$ cat src/rtl/hazard_ctrl_if.sv
// Hazard-control signal bundle between the D/E/M pipeline stages and hazard_ctrl.
// slave = hazard unit side, master = pipeline (or bench) side.
interface hazard_ctrl_if;
    logic [4:0] a1_d;
    logic [4:0] a2_d;
    logic [1:0] tuse_rs_d;
    logic [1:0] tuse_rt_d;
    logic       md_use_d;
    logic [2:0] res_e;
    logic [4:0] a3_e;
    logic [2:0] res_m;
    logic [4:0] a3_m;
    logic       md_start_e;
    logic       md_div_e;
    logic       exc_m;
    logic       eret_m;
    logic       stall;
    logic       clr_e;
    logic       flush;
    logic       md_busy;

    modport slave (
        input  a1_d, a2_d, tuse_rs_d, tuse_rt_d, md_use_d,
        input  res_e, a3_e, res_m, a3_m,
        input  md_start_e, md_div_e, exc_m, eret_m,
        output stall, clr_e, flush, md_busy
    );

    modport master (
        output a1_d, a2_d, tuse_rs_d, tuse_rt_d, md_use_d,
        output res_e, a3_e, res_m, a3_m,
        output md_start_e, md_div_e, exc_m, eret_m,
        input  stall, clr_e, flush, md_busy
    );
endinterface

$ cat src/rtl/hazard_ctrl.sv
// Pipeline hazard unit: Tuse/Tnew data stalls, HI/LO busy tracking, exception/eret flush.
// Optional HAZARD_CTRL_STALL_CNT_EN adds a free-running 32-bit stall-cycle counter.
module hazard_ctrl #(
    parameter int MD_MUL_LAT = 5,
    parameter int MD_DIV_LAT = 10,
    parameter int CNT_W      = 4
) (
    input  logic         clk,
    input  logic         reset,
    hazard_ctrl_if.slave hz
`ifdef HAZARD_CTRL_STALL_CNT_EN
    ,
    output logic [31:0]  stall_cnt
`endif
);

    typedef enum logic {
        ST_RUN   = 1'b0,
        ST_FLUSH = 1'b1
    } state_t;

    state_t             r_state;
    state_t             w_state_nxt;
    logic [CNT_W-1:0]   r_md_cnt;
    logic               w_req;
    logic               w_flush_raw;
    logic               w_flush;
    logic               w_hazard;
    logic               w_md_busy;
    logic               w_stall;

    function automatic logic [1:0] tnew_e(input logic [2:0] res);
        case (res)
            3'd1:    tnew_e = 2'd1;
            3'd2:    tnew_e = 2'd2;
            3'd4:    tnew_e = 2'd1;
            default: tnew_e = 2'd0;
        endcase
    endfunction

    function automatic logic [1:0] tnew_m(input logic [2:0] res);
        tnew_m = (res == 3'd2) ? 2'd1 : 2'd0;
    endfunction

    // A source stalls only when a younger-than-needed result is still in flight; $0 never does.
    function automatic logic src_hazard(
        input logic [4:0] addr,
        input logic [1:0] tuse,
        input logic [4:0] a3_e,
        input logic [2:0] res_e,
        input logic [4:0] a3_m,
        input logic [2:0] res_m
    );
        src_hazard = (addr != 5'd0) && (tuse != 2'd3) &&
                     (((addr == a3_e) && (tnew_e(res_e) > tuse)) ||
                      ((addr == a3_m) && (tnew_m(res_m) > tuse)));
    endfunction

    assign w_req = hz.exc_m | hz.eret_m;

    always_comb begin
        w_state_nxt = r_state;
        w_flush_raw = 1'b0;
        case (r_state)
            ST_RUN: begin
                w_flush_raw = w_req;
                if (w_req) w_state_nxt = ST_FLUSH;
            end
            ST_FLUSH: begin
                w_flush_raw = 1'b1;
                w_state_nxt = w_req ? ST_FLUSH : ST_RUN;
            end
            default: begin
                w_state_nxt = ST_RUN;
            end
        endcase
    end

    always_ff @(posedge clk or posedge reset) begin
        if (reset) r_state <= ST_RUN;
        else       r_state <= w_state_nxt;
    end

    assign w_hazard = src_hazard(hz.a1_d, hz.tuse_rs_d, hz.a3_e, hz.res_e, hz.a3_m, hz.res_m) ||
                      src_hazard(hz.a2_d, hz.tuse_rt_d, hz.a3_e, hz.res_e, hz.a3_m, hz.res_m);

    assign w_md_busy = (r_md_cnt != '0) || hz.md_start_e;
    assign w_flush   = w_flush_raw && !reset;
    assign w_stall   = (w_hazard || (hz.md_use_d && w_md_busy)) && !w_flush && !reset;

    // Flush drops the start of the killed instruction but lets an older, committed op keep counting.
    always_ff @(posedge clk or posedge reset) begin
        if (reset) begin
            r_md_cnt <= '0;
        end else if (hz.md_start_e && !w_flush) begin
            r_md_cnt <= hz.md_div_e ? CNT_W'(MD_DIV_LAT) : CNT_W'(MD_MUL_LAT);
        end else if (r_md_cnt != '0) begin
            r_md_cnt <= r_md_cnt - 1'b1;
        end
    end

    assign hz.stall   = w_stall;
    assign hz.clr_e   = w_stall;
    assign hz.flush   = w_flush;
    assign hz.md_busy = w_md_busy;

`ifdef HAZARD_CTRL_STALL_CNT_EN
    logic [31:0] r_stall_cnt;

    always_ff @(posedge clk or posedge reset) begin
        if (reset)        r_stall_cnt <= '0;
        else if (w_stall) r_stall_cnt <= r_stall_cnt + 32'd1;
    end

    assign stall_cnt = r_stall_cnt;
`endif

endmodule

$ cat src/flat_wrapper.sv
// flat-port wrapper written by rule: the top's interface ports become plain ports
module hazard_ctrl_flat 
#(
    parameter int MD_MUL_LAT = 5,
    parameter int MD_DIV_LAT = 10,
    parameter int CNT_W      = 4
)
  (clk, reset, hz_a1_d, hz_a2_d, hz_tuse_rs_d, hz_tuse_rt_d, hz_md_use_d, hz_res_e, hz_a3_e, hz_res_m, hz_a3_m, hz_md_start_e, hz_md_div_e, hz_exc_m, hz_eret_m, hz_stall, hz_clr_e, hz_flush, hz_md_busy);
  hazard_ctrl_if hz_i ();
  input  logic clk;
  input  logic reset;
  input wire logic [$bits(hz_i.a1_d)-1:0] hz_a1_d;
  input wire logic [$bits(hz_i.a2_d)-1:0] hz_a2_d;
  input wire logic [$bits(hz_i.tuse_rs_d)-1:0] hz_tuse_rs_d;
  input wire logic [$bits(hz_i.tuse_rt_d)-1:0] hz_tuse_rt_d;
  input wire logic [$bits(hz_i.md_use_d)-1:0] hz_md_use_d;
  input wire logic [$bits(hz_i.res_e)-1:0] hz_res_e;
  input wire logic [$bits(hz_i.a3_e)-1:0] hz_a3_e;
  input wire logic [$bits(hz_i.res_m)-1:0] hz_res_m;
  input wire logic [$bits(hz_i.a3_m)-1:0] hz_a3_m;
  input wire logic [$bits(hz_i.md_start_e)-1:0] hz_md_start_e;
  input wire logic [$bits(hz_i.md_div_e)-1:0] hz_md_div_e;
  input wire logic [$bits(hz_i.exc_m)-1:0] hz_exc_m;
  input wire logic [$bits(hz_i.eret_m)-1:0] hz_eret_m;
  output wire logic [$bits(hz_i.stall)-1:0] hz_stall;
  output wire logic [$bits(hz_i.clr_e)-1:0] hz_clr_e;
  output wire logic [$bits(hz_i.flush)-1:0] hz_flush;
  output wire logic [$bits(hz_i.md_busy)-1:0] hz_md_busy;
  assign hz_i.a1_d = hz_a1_d;
  assign hz_i.a2_d = hz_a2_d;
  assign hz_i.tuse_rs_d = hz_tuse_rs_d;
  assign hz_i.tuse_rt_d = hz_tuse_rt_d;
  assign hz_i.md_use_d = hz_md_use_d;
  assign hz_i.res_e = hz_res_e;
  assign hz_i.a3_e = hz_a3_e;
  assign hz_i.res_m = hz_res_m;
  assign hz_i.a3_m = hz_a3_m;
  assign hz_i.md_start_e = hz_md_start_e;
  assign hz_i.md_div_e = hz_md_div_e;
  assign hz_i.exc_m = hz_exc_m;
  assign hz_i.eret_m = hz_eret_m;
  assign hz_stall = hz_i.stall;
  assign hz_clr_e = hz_i.clr_e;
  assign hz_flush = hz_i.flush;
  assign hz_md_busy = hz_i.md_busy;
  hazard_ctrl #(.MD_MUL_LAT(MD_MUL_LAT), .MD_DIV_LAT(MD_DIV_LAT), .CNT_W(CNT_W)) u_core (.clk(clk), .reset(reset), .hz(hz_i));
endmodule
$ cat config.mk
export PLATFORM = sky130hd
export DESIGN_NAME = hazard_ctrl_flat
export DESIGN_NICKNAME = d
export VERILOG_FILES = /design/src/rtl/hazard_ctrl_if.sv /design/src/rtl/hazard_ctrl.sv /design/src/flat_wrapper.sv
export SDC_FILE = /design/constraint.sdc
export NUM_CORES = 1
export LEC_CHECK = 0
export BUFFER_PORTS_ARGS = -buffer_cell sky130_fd_sc_hd__buf_2
export CORE_AREA = 2 2 44 46
export DETAILED_ROUTE_END_ITERATION = 7
export DIE_AREA = 0 0 46 48
export PLACE_DENSITY = 0.77
export RECOVER_POWER = 25
export SYNTH_ARGS = -nofsm -noshare
export SYNTH_HDL_FRONTEND = slang
export SYNTH_SLANG_ARGS = --single-unit
$ cat constraint.sdc
create_clock -name clk -period 2.45 [get_ports clk]
set_input_delay 0.49 -clock clk [delete_from_list [all_inputs] [get_ports clk]]
set_output_delay 0.49 -clock clk [all_outputs]
set_load 0.05 [all_outputs]
==> metrics.txt, run 1 <==
RSZ-0062 raised after global routing true; max_slew headroom 73.5%; P_leak 0.495 nW; vias in the first global route 797; Vias per Instance 4.99; num rows 15; Main synth FF type dfrtp_1; Max Slew Vio Count 0; Max H-tree Level 1; final WL 1910 um; Most Frequent Cell on Critical Path nor2_4; Worst-Skew Late Latency 0.24 ns; number of diodes 0; Hold Buf Count CTS 0; Final min period 2.44 ns; Final period util 99.5%; CTS Buffer Depth 2; Reg clk slew, reported paths 0.05 ns; Place WS -0.249 ns; CP delay by family, top simple AND/OR/NAND/NOR gates; share of cells above drive strength 1 41.9%; Clock Skew 0.00571 ns; initial drt markers 11; CTS tree built; startpoint types primary input; vias 764; dpl cells 149; drt drc 0; Crit. End Element output pin; largest net degree at the start of global routing 8; Yosys top cell by area xnor2_1; Non-Filler Instances 153; Chip Width 46 um; peak supply drop 0.516 mV; DIE AREA 2210 sq um; post-synth top area share 20.6%; syn_area_per_cell 7.85 sq um; Post-DP HPWL 1630 um; Synth area leaders xnor2_1, dfrtp_1, ha_1; grt total ovfl 0; Setup WS post-layout 0.0127 ns; path category of the worst min-delay check in -> async; crit path buf inv count 2; Area after DPL 956 sq um; yosys warns 0; Netlist Area Pre-Place 722 sq um; First-pass DRT Iterations 4; power density cells 493 nW/um^2; FFs w/ async S/R, synth 100%; DR WL/cell 12.5 um; clock sink count 5; port bufs 40; final RePlAce weighted congestion 0.829; Max-cap violations 0; Root Driver clkbuf_4; Finish-stage setup viols 0; first-pass GRT wire length 3130 um; Mapped Nets 137; Tot GR Track Use 19.4%; setup TNS 0 ns; critical path arrival 1.95 ns; top cells by count, synth xnor2_1, inv_1, ha_1; Syn Inst Count 92; CP Class in -> out; Yosys reg bits 5; Ports 41; CP max stage cell or4_4; CP max stage delay 0.54 ns; die height 48 um; initial antenna violation count 0; worst slew pin tran 0.395 ns; fin area 1090 sq um; Final Power 0.537 mW; Core ar. 1690 sq um; Fin. Hold Viols 0; Area Overhead vs Synth 51.0%; status finished clean; crit-path max FO 2; cells along the critical path buf_6, nor2_4, nand2_4, ha_4, or4_4, nor2_4, o21ai_2, nand3_4, buf_8; count of unique library cells instantiated by Yosys 21; Worst Path Required 1.96 ns; register area share after synthesis 17.3%; Post-DRT Antenna Nets 0; number of synthesized flops with an enable pin 0; filler cell count 154; top-count cell post-synth xnor2_1; layout net count 182; fmax 0.410 GHz; cts bufs inserted 3; Starting Density 42.7%
## layout make-up
class                           count  area (sq um)  area share, %
Inverter                            9          33.8           3.10
Tap cell                           17          21.3           1.95
Timing Repair Buffer               41           239           21.9
Clock buffer                        4          26.3           2.41
Multi-Input combinational cell     77           644           59.1
Sequential cell                     5           125           11.5
## stage by stage
stage	util, %	hold slack, ns
after floorplan	-	0.269
after global placement	56.6	0.418
after detailed placement	56.6	0.423
after CTS	61.2	0.173
after global routing	64.5	0.203
final	64.5	0.185
## worst reg2reg max path, cell delays in order, from the launching register on
cell and delay, ns:
dfrtp_1 0.40, inv_1 0.09, ha_1 0.14, nor3b_2 0.34, o21ai_0 0.13, nand2_1 0.07
o21ai_0 0.07
## cells by family after synthesis
logic type,synth area share [%]
XOR/XNOR,29.1
AND/OR/NAND/NOR,23.9
buffers and inverters,5.72
adder cells (fa/ha/maj),13.9
flip-flops,17.3
AO/OA/AOI/OAI,10.1
## repair_timing
item / CTS / global route
endpoints found under the setup margin: 2 / 2
setup buffers: 0 / 0
hold endpoints to repair: 0 / 0
resized for setup: 12 / 10
pin swaps: 11 / 8
## state kept, by name (all words and copies together), names as in the netlist
register	flops
u_core.r_md_cnt	4
u_core.r_state	1
## layout by cell type (no fill, tap or decap), drive strengths merged
cell	Yosys	routed
dfrtp	5	5
nand3	2	2
inv	9	9
nand2b	2	2
clkbuf	0	5
or4	4	4
nor4	3	3
o21ai	8	8
nor2	5	5
nor3	1	1
nand4	4	4
xnor2	17	17
ha	8	8
a21oi	4	4
buf	1	40
or2	1	1
xor2	7	7
nand2	7	7
nor3b	2	2
o22ai	2	2
## power breakdown
| group | internal [mW] | total (mW) | switching, mW | leakage [nW] |
|---|---|---|---|---|
| sequential | 0.118 | 0.148 | 0.0301 | 0.0586 |
| combinational | 0.142 | 0.296 | 0.154 | 0.421 |
| clock | 0.0614 | 0.0927 | 0.0313 | 0.0150 |
| total | 0.322 | 0.537 | 0.215 | 0.495 |
## final timing paths
path,end,slack (ns),start,cells past startpoint
setup reg to reg,u_core.r_md_cnt[1]$_DFFE_PP0P_,1.08,u_core.r_md_cnt[0]$_DFFE_PP0P_,6
hold reg to reg,u_core.r_md_cnt[3]$_DFFE_PP0P_,0.62,u_core.r_md_cnt[3]$_DFFE_PP0P_,2
max in group asynchronous,u_core.r_md_cnt[3]$_DFFE_PP0P_,2.08,reset,2
min in group clk,u_core.r_state$_DFF_PP0_,0.48,hz_exc_m,2
hold / removal,u_core.r_state$_DFF_PP0_,0.19,reset,2
setup / recovery,hz_clr_e,0.01,hz_res_m[0],9
## per-layer routing
metal | vias up | wire length, um | track usage [%]
met1 | 329 | 738 | 21.5
met4 | 0 | 38 | 8.57
met2 | 22 | 1070 | 35.8
met5 | - | 0 | 0
met3 | 6 | 68 | 3.40
li1 | 407 | - | -
Power figures use the tool's default switching activity.
==> run 2, diff against run 1 <==
- ABC_AREA: default -> 1
- CORE_AREA: 2 2 44 46 -> 2 2 46 48
- DIE_AREA: 0 0 46 48 -> 0 0 48 50
- PLACE_DENSITY: 0.77 -> 0.8
- clock period: 2.45 -> 3.1 ns (I/O delays scaled with it)
==> run 2 against run 1 <==
Against the previous run: flip-flop and latch count is the same; critical path type unchanged; highest routed layer unchanged; clock power shrank 22%; count of clock-buffer cells in the layout is the same; non-clock buffer count shrank 1; critical path depth grew 4; critical endpoint is now hz_stall; sequential share of layout area shrank 0.59 points; cell area grew 5.4%; area after synthesis grew 23%; register-to-register slack gained 0.74 ns; hold slack gained 0.13 ns.
==> metrics.txt, run 2 <==
status finished clean; Core ar. 1900 sq um (+13%); syn_area_per_cell 5.53 sq um (-29%); register area share after synthesis 14.0% (-3.3 points); initial drt markers 41 (+30); power density cells 357 nW/um^2 (-28%); CTS tree built; Ports 41 (unchanged); Finish-stage setup viols 0 (unchanged); max reg flops 4 (unchanged); CTS Buffer Depth 2 (unchanged); Clock power frac 17.7% (+0.4 points); cells along the critical path buf_2, or3b_2, ha_1, nor2_1, nand2_1, a21oi_1, nand3_1, nand2_1, nand2_1, nand3_1, nand2_1, inv_1, clkbuf_4; Root Driver clkbuf_4; Largest Register u_core.r_md_cnt; Starting Density 46.8% (+4.1 points); cts bufs inserted 3 (unchanged); initial antenna violation count 0 (unchanged); Final period util 96.0%; CP max stage cell or3b_2; biggest regs u_core.r_md_cnt (4), u_core.r_state (1); Final Util 60.4% (-4.1 points); drt drc 0 (unchanged); final WL 2300 um (+20%); layout net count 250 (+37%); Netlist Area Pre-Place 891 sq um (+23%); Most Frequent Cell on Critical Path nand2_1; largest net degree at the start of global routing 7 (-1); CP max stage delay 0.47 ns (-0.07 ns); Worst-Skew Late Latency 0.24 ns (about the same); max_slew headroom 78.5% (+5.0 points); Final min period 2.98 ns; Yosys reg bits 5 (unchanged); reg2reg setup slack 1.82 ns (+0.74 ns); startpoint types primary input; RSZ-0062 raised after global routing true; peak supply drop 0.353 mV (-32%); Setup Buffers After CTS 0 (unchanged); top cells by count, synth nand2_1, inv_1, nor2_1; switching share of power 42.0% (+1.9 points); cells on worst reg2reg path 6 (unchanged); Syn Inst Count 161 (+75%); top-count cell post-synth nand2_1; vias 1092 (+43%); Net Sw Power 0.172 mW (-20%); r2r startpoint u_core.r_state$_DFF_PP0_; Crit. End Element output pin; P_leak 0.730 nW (+47%); Main synth FF type dfrtp_1; DR WL/cell 9.94 um (-20%); CP Class in -> out; Non-Filler Instances 231 (+51%); crit-path max FO 2 (unchanged); filler cell count 193 (+25%); num rows 16 (+1); first-pass GRT wire length 3790 um (+21%); Clock Skew 0.00312 ns (-0.00259 ns); Yosys top cell by area nand2_1; FFs w/ async S/R, synth 100% (unchanged); critical path arrival 2.36 ns (+0.41 ns); Max-cap violations 0 (unchanged); Chip Width 48 um (+4.3%); count of unique library cells instantiated by Yosys 22 (+4.8%); Max H-tree Level 1 (unchanged); yosys warns 0 (unchanged); Synth area leaders nand2_1, inv_1, dfrtp_1; fraction of power consumed by combinational cells 54.7% (-0.4 points); reg2reg end u_core.r_md_cnt[1]$_DFFE_PP0P_; Area Overhead vs Synth 28.9%; commonest non-fill, non-tap cell in the layout nand2_1; part of the power in registers 27.6% (about the same); path category of the worst min-delay check in -> async; Pint 0.238 mW (-26%); Worst Path Required 2.48 ns (+0.52 ns); grt total ovfl 0 (unchanged); commonest non-fill, non-tap cells in the layout nand2_1, buf_2, inv_1, nor2_1, o21ai_0; First-pass DRT Iterations 4 (unchanged); number of diodes 0 (unchanged); Post-DRT Antenna Nets 0 (unchanged); clock sink count 5 (unchanged); Reg clk slew, reported paths 0.04 ns (about the same); fmax 0.336 GHz; share of cells above drive strength 1 25.5% (-16 points); Mapped Nets 206 (+50%); final RePlAce weighted congestion 0.954 (+15%); Tot GR Track Use 21.6% (+2.2 points); post-synth top area share 21.9% (+1.3 points); number of synthesized flops with an enable pin 0 (unchanged); port bufs 40 (unchanged); worst slew pin tran 0.322 ns (-0.0727 ns); Fin. Hold Viols 0 (unchanged); dpl cells 227 (+52%); vias in the first global route 1024 (+28%); Vias per Instance 4.73 (-5.3%); DIE AREA 2400 sq um (+8.7%); Post-DP HPWL 2010 um (+23%); Max Slew Vio Count 0 (unchanged); die height 50 um (+4.2%)
run 2: cell types whose count changed after synthesis, moves of 3 or more:
cell | before | now
inv_1 | 9 | 34
nand2_1 | 7 | 52
nand3_1 | 2 | 7
nor2_1 | 5 | 19
nor4_1 | 3 | 0
o21ai_0 | 3 | 13
o21ai_1 | 5 | 0
or4_1 | 4 | 0
xnor2_1 | 17 | 1
xor2_1 | 7 | 2
run 2: power groups by stage:
stage               logic (mW)  clock network (mW)  registers (mW)
CTS                      0.225              0.0765           0.112
detailed placement       0.224                   0           0.112
floorplan                0.158                   0           0.108
finish                   0.224              0.0725           0.113
global route             0.262              0.0774           0.118
global placement         0.212                   0           0.112
run 2: worst max path at each step:
stage	slack, ns	from	cells after the start	to
floorplan	0.003	hz_res_m[0]	12	hz_stall
global placement	0.16	hz_res_m[0]	13	hz_clr_e
detailed placement	0.09	hz_res_m[0]	13	hz_stall
CTS	0.08	hz_res_m[0]	13	hz_stall
global route	-0.02	hz_res_m[0]	13	hz_stall
finish	0.12	hz_res_m[0]	13	hz_stall
run 2: area by class of cell:
cell class | instances | area (sq um) | area share (%)
multi-input combinational | 121 | 631 | 54.9
inverter | 34 | 128 | 11.1
timing repair buffer | 40 | 205 | 17.9
tap | 27 | 33.8 | 2.94
sequential | 5 | 125 | 10.9
clock buffer | 4 | 26.3 | 2.29
run 2: routing by layer:
layer	global-route usage (%)	share of wire, %
met1	23.6	41
met2	38.7	53
met3	3.66	5.2
met4	8.56	1.4
met5	0	0
run 2: stage by stage:
| step | hold WS (ns) | TNS [ns] | setup slack [ns] | cell area (sq um) | total power, mW |
|---|---|---|---|---|---|
| 2_1_floorplan | 0.430 | 0 | 0.00282 | 891 | 0.266 |
| 3_3_place_gp | 0.556 | 0 | 0.162 | 1120 | 0.324 |
| 3_5_place_dp | 0.564 | 0 | 0.0899 | 1120 | 0.336 |
| 4_1_cts | 0.308 | 0 | 0.0818 | 1140 | 0.413 |
| 5_1_grt | 0.325 | -0.0290 | -0.0152 | 1150 | 0.458 |
| 6_report | 0.313 | 0 | 0.125 | 1150 | 0.410 |
run 2: kinds of logic (layout without fill, tap and decap cells):
logic type,Yosys count,in the layout,share of synthesized area [%]
compound gates,20,20,12.4
xor+xnor,3,3,2.95
fa+ha+maj,8,8,11.2
buf+inv,35,78,15.2
flops,5,5,14.0
simple gates,90,90,44.2
run 2: worst max-delay path, delay by kind of cell:
kind / cells / cell delay, ns
AND/OR/NAND/NOR: 8 / 0.95
adder cells (fa/ha/maj): 1 / 0.29
AO/OA/AOI/OAI: 1 / 0.14
buffers and inverters: 3 / 0.37
run 2: repair_timing:
item / CTS / global route
hold buffers: 0 / 0
hold endpoints to repair: 0 / 0
resized for setup: 0 / 2
setup endpoints to repair: 0 / 2
==> run 3, diff against run 2 <==
- CORE_AREA: 2 2 46 48 -> 5 5 49 51
- DIE_AREA: 0 0 48 50 -> 0 0 54 56
- RECOVER_POWER: 25 -> default
==> run 3 against run 2 <==
Against the previous run: critical path depth did not move; sequential power barely moved; largest power group unchanged; clock power fell by 0.7%; critical endpoint is now hz_clr_e; global-route usage fell by 5.0 points.
==> metrics.txt, run 3 (synthesis results as in run 2) <==
Clock Skew 0.00204 ns (-0.00108 ns); Area after DPL 1120 sq um (unchanged); clock sink count 5 (unchanged); Setup Buffers After CTS 0 (unchanged); initial drt markers 24 (-41%); Largest Register u_core.r_md_cnt; share of cells above drive strength 1 25.5% (unchanged); Fin. Hold Viols 0 (unchanged); biggest regs u_core.r_md_cnt (4), u_core.r_state (1); DR WL/cell 10.5 um (+5.7%); max_slew headroom 76.1% (-2.4 points); Final min period 2.97 ns (-0.00377 ns); port bufs 40 (unchanged); Ports 41 (unchanged); crit-path max FO 2 (unchanged); status finished clean; Area Overhead vs Synth 28.4%; cells on worst reg2reg path 6 (unchanged); first-pass GRT wire length 3910 um (+3.1%); peak supply drop 0.388 mV (+9.9%); RSZ-0062 raised after global routing true; setup TNS 0 ns (unchanged); Post-CTS Resized 0 (unchanged); fmax 0.337 GHz (+0.13%); First-pass DRT Iterations 4 (unchanged); Crit. End Element output pin; largest net degree at the start of global routing 7 (unchanged); worst slew pin tran 0.358 ns (+0.0356 ns); commonest non-fill, non-tap cells in the layout nand2_1, buf_2, inv_1, nor2_1, o21ai_0; Max-cap violations 0 (unchanged); initial antenna violation count 0 (unchanged); CP Class in -> out; Max H-tree Level 1 (unchanged); commonest non-fill, non-tap cell in the layout nand2_1; Post-DP HPWL 2160 um (+7.2%); max reg flops 4 (unchanged); Vias per Instance 4.73 (about the same); Final Util 60.1% (-0.26 points); final RePlAce weighted congestion 0.955 (about the same); critical path arrival 2.35 ns (about the same); vias in the first global route 1051 (+2.6%); Tot GR Track Use 16.6% (-5.0 points); dpl cells 227 (unchanged); fin area 1140 sq um (-0.44%); CTS Buffer Depth 2 (unchanged); DIE AREA 3020 sq um (+26%); path category of the worst min-delay check in -> async; Starting Density 46.8% (unchanged); Hold Buf Count CTS 0 (unchanged); num rows 16 (unchanged); Post-DRT Antenna Nets 0 (unchanged); number of diodes 0 (unchanged); Worst Path Required 2.48 ns (about the same); power density cells 357 nW/um^2 (about the same); Final Power 0.409 mW (-0.34%); reg2reg end u_core.r_md_cnt[1]$_DFFE_PP0P_; cts bufs inserted 3 (unchanged); startpoint types primary input; Root Driver clkbuf_4; Core ar. 1900 sq um (unchanged); Reg clk slew, reported paths 0.04 ns (about the same); r2r startpoint u_core.r_state$_DFF_PP0_; Final period util 95.9% (-0.12 points); reg2reg setup slack 1.83 ns (about the same); Worst-Skew Late Latency 0.23 ns (about the same); Max Slew Vio Count 0 (unchanged); grt total ovfl 0 (unchanged); P_leak 0.731 nW (+0.19%); CTS tree built; Finish-stage setup viols 0 (unchanged); drt drc 0 (unchanged); Non-Filler Instances 231 (unchanged); die height 56 um (+12%); vias 1093 (+0.092%); Chip Width 54 um (+13%); final WL 2430 um (+5.7%); layout net count 250 (unchanged)
[run 3: area by class of cell]
cell class	instances	area [sq um]
clock buffers	4	26.3
fillers	189	758
inverters	34	128
multi-input cells	121	631
flip-flops and latches	5	125
well taps	27	33.8
repair buffers	40	200
[run 3: critical path, stage by stage]
cell     delay, ns
buf_2         0.10
or3b_2        0.48
ha_1          0.29
nor2_1        0.10
nand2_1       0.06
a21oi_1       0.11
nand3_1       0.09
nand2_1       0.06
nand2_1       0.04
nand3_1       0.06
nand2_1       0.05
inv_1         0.06
buf_2         0.26
[run 3: metrics by stage]
stage	hold WS, ns	setup WS [ns]
finish	0.314	0.128
global route	0.327	-0.0108
CTS	0.311	0.111
detailed placement	0.561	0.117
global placement	0.555	0.164
floorplan	0.430	0.00282
[run 3: worst max path at each step]
stage / to / slack [ns] / depth (start not counted) / startpoint
global route: hz_stall / -0.01 / 13 / hz_res_m[0]
global placement: hz_clr_e / 0.16 / 13 / hz_res_m[0]
CTS: hz_clr_e / 0.11 / 13 / hz_res_m[0]
floorplan: hz_stall / 0.003 / 12 / hz_res_m[0]
detailed placement: hz_clr_e / 0.12 / 13 / hz_res_m[0]
finish: hz_clr_e / 0.13 / 13 / hz_res_m[0]
[run 3: per-layer routing]
layer | vias up | share of wire, % | GRT usage (%) | wire length [um]
met2 | 29 | 52 | 31.1 | 1260
met5 | - | 0 | 0 | 0
met1 | 482 | 42 | 18.4 | 1030
li1 | 578 | - | - | -
met4 | 0 | 1.4 | 5.69 | 34
met3 | 4 | 4.1 | 1.34 | 100
[run 3: where the power goes]
part           total, mW  switching [mW]  internal, mW
clock network     0.0720          0.0236        0.0485
registers          0.112          0.0194        0.0926
logic              0.225           0.126        0.0982
total              0.409           0.169         0.239
